$ cat src/rtl/csa_accum_if.sv
// Operand stream and result handshake bundle for the carry-save accumulator.
// The slave side is the accumulator; the master side feeds operands and drains results.
interface csa_accum_if #(
    parameter int WIDTH = 18,
    parameter int CNT_W = 8
);
    logic             in_valid;
    logic             in_ready;
    logic [WIDTH-1:0] in_data;
    logic             in_last;
    logic             out_valid;
    logic             out_ready;
    logic [WIDTH-1:0] out_sum;
    logic [CNT_W-1:0] out_count;

    modport master (
        output in_valid, in_data, in_last, out_ready,
        input  in_ready, out_valid, out_sum, out_count
    );

    modport slave (
        input  in_valid, in_data, in_last, out_ready,
        output in_ready, out_valid, out_sum, out_count
    );
endinterface

$ cat src/rtl/csa_accum.sv
// Group accumulator: operands are summed in carry-save form (no carry chain per step)
// and resolved by a single carry-propagate add once the last operand of a group arrives.
module csa_accum #(
    parameter int WIDTH = 18,
    parameter int CNT_W = 8
) (
    input  logic       clk,
    input  logic       rst_n,
    csa_accum_if.slave bus
);

    typedef enum logic [1:0] {
        IDLE,
        ACCUM,
        RESOLVE,
        DONE
    } state_t;

    state_t           r_state;
    state_t           w_nextState;
    logic [WIDTH-1:0] r_sum;
    logic [WIDTH-1:0] r_carry;
    logic [CNT_W-1:0] r_count;
    logic [WIDTH-1:0] r_outSum;
    logic [CNT_W-1:0] r_outCount;
    logic             r_live;

    logic             w_inReady;
    logic             w_outValid;
    logic             w_accept;
    logic             w_release;
    logic             w_countFull;
    logic [WIDTH-1:0] w_csaSum;
    logic [WIDTH-2:0] w_csaMaj;
    logic [WIDTH-1:0] w_csaCarry;
    logic [WIDTH-1:0] w_resolved;

    assign w_accept    = bus.in_valid & w_inReady;
    assign w_release   = w_outValid & bus.out_ready;
    assign w_countFull = &r_count;

    // 3:2 compression per bit; the majority out of the top bit falls off the word.
    assign w_csaSum   = r_sum ^ r_carry ^ bus.in_data;
    assign w_csaMaj   = (r_sum[WIDTH-2:0] & r_carry[WIDTH-2:0])
                      | (r_sum[WIDTH-2:0] & bus.in_data[WIDTH-2:0])
                      | (r_carry[WIDTH-2:0] & bus.in_data[WIDTH-2:0]);
    assign w_csaCarry = {w_csaMaj, 1'b0};
    assign w_resolved = r_sum + r_carry;

    always_ff @(posedge clk or negedge rst_n) begin
        if (!rst_n) begin
            r_state <= IDLE;
        end else begin
            r_state <= w_nextState;
        end
    end

    always_comb begin
        w_nextState = r_state;
        case (r_state)
            IDLE, ACCUM: begin
                if (w_accept) begin
                    w_nextState = bus.in_last ? RESOLVE : ACCUM;
                end
            end
            RESOLVE: w_nextState = DONE;
            DONE: begin
                if (w_release) begin
                    w_nextState = IDLE;
                end
            end
            default: w_nextState = IDLE;
        endcase
    end

    // r_live holds off in_ready until the first edge after reset is released.
    always_comb begin
        w_inReady  = 1'b0;
        w_outValid = 1'b0;
        case (r_state)
            IDLE, ACCUM: w_inReady  = r_live;
            DONE:        w_outValid = 1'b1;
            default: begin
                w_inReady  = 1'b0;
                w_outValid = 1'b0;
            end
        endcase
    end

    always_ff @(posedge clk or negedge rst_n) begin
        if (!rst_n) begin
            r_live <= 1'b0;
        end else begin
            r_live <= 1'b1;
        end
    end

    always_ff @(posedge clk or negedge rst_n) begin
        if (!rst_n) begin
            r_sum   <= '0;
            r_carry <= '0;
            r_count <= '0;
        end else if (w_release) begin
            r_sum   <= '0;
            r_carry <= '0;
            r_count <= '0;
        end else if (w_accept) begin
            r_sum   <= w_csaSum;
            r_carry <= w_csaCarry;
            if (!w_countFull) begin
                r_count <= r_count + 1'b1;
            end
        end
    end

    // Results are captured once in RESOLVE and then held untouched through DONE.
    always_ff @(posedge clk or negedge rst_n) begin
        if (!rst_n) begin
            r_outSum   <= '0;
            r_outCount <= '0;
        end else if (r_state == RESOLVE) begin
            r_outSum   <= w_resolved;
            r_outCount <= r_count;
        end
    end

    assign bus.in_ready  = w_inReady;
    assign bus.out_valid = w_outValid;
    assign bus.out_sum   = r_outSum;
    assign bus.out_count = r_outCount;

endmodule

$ cat src/flat_wrapper.sv
// flat-port wrapper written by rule: the top's interface ports become plain ports
module csa_accum_flat 
#(
    parameter int WIDTH = 18,
    parameter int CNT_W = 8
)
  (clk, rst_n, bus_in_valid, bus_in_data, bus_in_last, bus_out_ready, bus_in_ready, bus_out_valid, bus_out_sum, bus_out_count);
  csa_accum_if #(.WIDTH(WIDTH), .CNT_W(CNT_W)) bus_i ();
  input  logic clk;
  input  logic rst_n;
  input wire logic [$bits(bus_i.in_valid)-1:0] bus_in_valid;
  input wire logic [$bits(bus_i.in_data)-1:0] bus_in_data;
  input wire logic [$bits(bus_i.in_last)-1:0] bus_in_last;
  input wire logic [$bits(bus_i.out_ready)-1:0] bus_out_ready;
  output wire logic [$bits(bus_i.in_ready)-1:0] bus_in_ready;
  output wire logic [$bits(bus_i.out_valid)-1:0] bus_out_valid;
  output wire logic [$bits(bus_i.out_sum)-1:0] bus_out_sum;
  output wire logic [$bits(bus_i.out_count)-1:0] bus_out_count;
  assign bus_i.in_valid = bus_in_valid;
  assign bus_i.in_data = bus_in_data;
  assign bus_i.in_last = bus_in_last;
  assign bus_i.out_ready = bus_out_ready;
  assign bus_in_ready = bus_i.in_ready;
  assign bus_out_valid = bus_i.out_valid;
  assign bus_out_sum = bus_i.out_sum;
  assign bus_out_count = bus_i.out_count;
  csa_accum #(.WIDTH(WIDTH), .CNT_W(CNT_W)) u_core (.clk(clk), .rst_n(rst_n), .bus(bus_i));
endmodule
$ cat config.mk
export PLATFORM = sky130hd
export DESIGN_NAME = csa_accum_flat
export DESIGN_NICKNAME = d
export VERILOG_FILES = /design/src/rtl/csa_accum_if.sv /design/src/rtl/csa_accum.sv /design/src/flat_wrapper.sv
export SDC_FILE = /design/constraint.sdc
export NUM_CORES = 1
export LEC_CHECK = 0
export ABC_CLOCK_PERIOD_IN_PS = 2500
export BUFFER_PORTS_ARGS = -buffer_cell sky130_fd_sc_hd__buf_2
export CORE_UTILIZATION = 35
export DETAILED_ROUTE_END_ITERATION = 12
export HOLD_SLACK_MARGIN = 0.1
export PLACE_DENSITY = 0.57
export SKIP_CTS_REPAIR_TIMING = 1
export SLEW_MARGIN = 20
export SYNTH_ARGS = -nofsm -noshare
export SYNTH_HDL_FRONTEND = slang
export SYNTH_SLANG_ARGS = --single-unit
$ cat constraint.sdc
create_clock -name clk -period 2.5 [get_ports clk]
set_input_delay 0.25 -clock clk [delete_from_list [all_inputs] [get_ports clk]]
set_output_delay 0.25 -clock clk [all_outputs]
set_load 0.01 [all_outputs]
==> run_results.csv <==
group,metric,value,unit
cts,clock_sinks,72,
cts,cts_max_level,3,
sta,max_freq,445,MHz
detailed_routing,wire_per_inst,13.5,um
worst_setup_path,ff2ff_path_depth,8,
global_routing,gr-usage-all-layers,0.154,
worst_setup_path,cp.arrival,2.52,ns
sta,tightestPinTransition,0.726,ns
yosys,synth.distinct_cells,51,
global_routing,grt_pass1_wl,15200,um
layout,num_antenna_cells,0,
floorplan,rows,39,
yosys,synth-edff-count,0,
detailed_routing,vias,3182,
layout,fin_cells,647,
worst_setup_path,cp-endpoint,"u_core.bus.out_sum[11]",
worst_setup_path,cp_max_fo,4,
pwr,p_leak,2.32,nW
layout,final_area,4880,sq um
detailed_routing,routed_wl,8740,um
worst_setup_path,r2r-end,"u_core.bus.out_sum[11]",
sta,setup_tns,0,ns
yosys,yosysSeqAreaShare,0.434,
floorplan,fp.dieW,111,um
global_routing,grt_pass1_vias,3154,
floorplan,core-area,11500,sq um
place,dp_slack,0.272,ns
yosys,async_flop_share,1.00,
worst_setup_path,cp.required,2.77,ns
layout,fillers,1122,
worst_setup_path,cp-startpoint,"u_core.r_carry[1]",
worst_setup_path,end_kind,"flip-flop",
detailed_routing,ant_nets,0,
detailed_routing,drt_iter0_markers,93,
detailed_routing,avgViaCountPerCell,4.92,
worst_setup_path,reg2reg_slack,0.25,ns
yosys,syn_inst,446,
worst_setup_path,worst_setup_path_start_kind,"flip-flop",
floorplan,dieArea,12300,sq um
run,drv_cap,0,
cts,cts-root-buf,"clkbuf_16",
cts,cts_made_buffers,9,
yosys,syn_area,4150,sq um
place,placed_area,4570,sq um
yosys,avgSynthCellArea,9.31,sq um
place,dpl.hpwl,6490,um
yosys,synthesis.nets,504,
cts,clockBufferDepth,2,
global_routing,grt_max_degree,45,
worst_hold_path,min_path_type,"in2reg",
yosys,synth_ff_type,"dfrtp_1",
floorplan,die_h,111,um
yosys,yosysWarnings,0,
sta,finalSetupViolCount,0,
layout,drive_gt1_frac,0.159,
cts,cts_tree,"done",
floorplan,io_pins,51,
global_routing,gr-total-overflow,0,
sta,worst_slack,0.254,ns
sta,holdWs,0.162,ns
layout,nets,557,
sta,period_share,0.898,
sta,rsz0062_at_grt,"no",
yosys,yosys_register_bits,72,
sta,hold_violations,0,
detailed_routing,first_pass_iters,4,
place,gp_congestion,0.782,
place,dp_cells,630,
cts,clk_latency,0.33,ns
worst_setup_path,rr_startpoint,"u_core.r_carry[1]",
layout,areaGrowthSynthToFinish,17.7,%
layout,regArea,1800,sq um
detailed_routing,route.detailed.drc,0,
status,status,"finished, final reports clean",
worst_setup_path,critPathKind,"reg2reg",
pwr,vdd.ir_drop.worst,425,uV
sta,skew,0.00657,ns
sta,slew_headroom,0.516,
cts,clk_pin_slew,0.06,ns
place,io_buffer_count,50,
sta,slew_violations,0,
global_routing,antenna_found_initial,0,
sta,final.min_clock_period,2.25,ns
floorplan,start_util,0.362,
layout,multi_input_area,2070,sq um
pwr,pwr_density_cell,1160,nW/um^2
## where the power goes
part,switching [mW],internal (mW)
combinational,1.38,0.986
sequential,0.371,1.61
clock,0.510,0.805
## metrics by stage
step	util	power [mW]
detailed placement	0.398	4.36
floorplan	-	3.66
global route	0.426	6.17
finish	0.426	5.66
CTS	0.425	5.72
global placement	0.398	4.29
## critical path, cell delays in order (launching register included)
cell and delay, ns:
dfrtp_1 0.39, ha_1 0.23, inv_1 0.07, fa_1 0.39, nand2b_1 0.18, a21o_1 0.22
a21o_1 0.21, a2111oi_1 0.36, a21o_1 0.13
## synthesized netlist by cell type, drive strengths merged (2+ instances only)
cell type / count / share of area
a211o: 2 / 0.0042
a211oi: 8 / 0.017
a21boi: 2 / 0.0036
a21o: 5 / 0.0090
a21oi: 17 / 0.021
a221o: 2 / 0.0048
a22o: 3 / 0.0063
a311oi: 2 / 0.0057
and2: 4 / 0.0060
and3: 3 / 0.0045
buf: 10 / 0.015
clkbuf: 6 / 0.0057
dfrtp: 72 / 0.43
fa: 17 / 0.082
ha: 18 / 0.054
inv: 51 / 0.046
nand2: 91 / 0.082
nand2b: 4 / 0.0060
nand3: 9 / 0.011
nand3b: 2 / 0.0066
nor2: 19 / 0.019
nor2b: 3 / 0.0051
nor3: 3 / 0.0036
nor3b: 2 / 0.0036
o2111a: 2 / 0.0054
o211ai: 10 / 0.018
o21a: 4 / 0.0072
o21ai: 49 / 0.059
o31ai: 4 / 0.0072
xnor2: 5 / 0.011
xor2: 6 / 0.013
## worst min-delay path by stage
stage,start,to,depth (start not counted)
2_1_floorplan,rst_n,u_core.bus.out_count[0],0
3_3_place_gp,rst_n,u_core.r_carry[3],1
3_5_place_dp,rst_n,u_core.r_carry[3],1
4_1_cts,rst_n,u_core.r_carry[3],1
5_1_grt,bus_in_last,u_core.r_state[1],2
6_report,bus_in_last,u_core.r_state[1],2
## placed cells by master (no fill, tap or decap), types with 6 or more instances in the layout
cell type   n
dfrtp_1    72
o21ai_0    13
ha_1       18
a21oi_1    17
a211oi_1    6
inv_1      51
nor2_1     18
clkbuf_16   9
nand2_1    91
nand3_1     9
fa_1       17
o211ai_1   10
xor2_1      6
o21ai_1    36
buf_2      50
## final cells by class
| cell class | instances | area share |
|---|---|---|
| Clock buffer | 10 | 0.0489 |
| Tap cell | 143 | 0.0366 |
| Timing Repair Buffer | 58 | 0.0692 |
| Sequential cell | 72 | 0.369 |
| Inverter | 51 | 0.0392 |
| Multi-Input combinational cell | 307 | 0.424 |
| Clock inverter | 6 | 0.0136 |
## metal layers
metal / vias up / routed length (um) / part of all wire / GRT usage
li1: 1610 / - / - / -
met1: 1509 / 4410 / 0.50 / 0.214
met2: 49 / 3870 / 0.44 / 0.232
met3: 14 / 241 / 0.028 / 0.0241
met4: 0 / 216 / 0.025 / 0.0818
met5: - / 0 / 0 / 0
## flip-flops by register name (all words and copies together), names as in the netlist
signal                flops
u_core.r_carry           17
u_core.r_state            2
u_core.r_count            8
u_core.bus.out_sum       18
u_core.bus.out_count      8
u_core.r_live             1
u_core.r_sum             18
## kinds of logic after synthesis
family / count (synthesis) / share of synthesized area
mux: 1 / 0.00241
simple gates: 143 / 0.154
other cells: 1 / 0.000904
flops: 72 / 0.434
compound gates: 116 / 0.182
buf+inv: 67 / 0.0672
xor+xnor: 11 / 0.0232
fa+ha+maj: 35 / 0.136
Note: power is estimated with default switching activity, not from simulation.
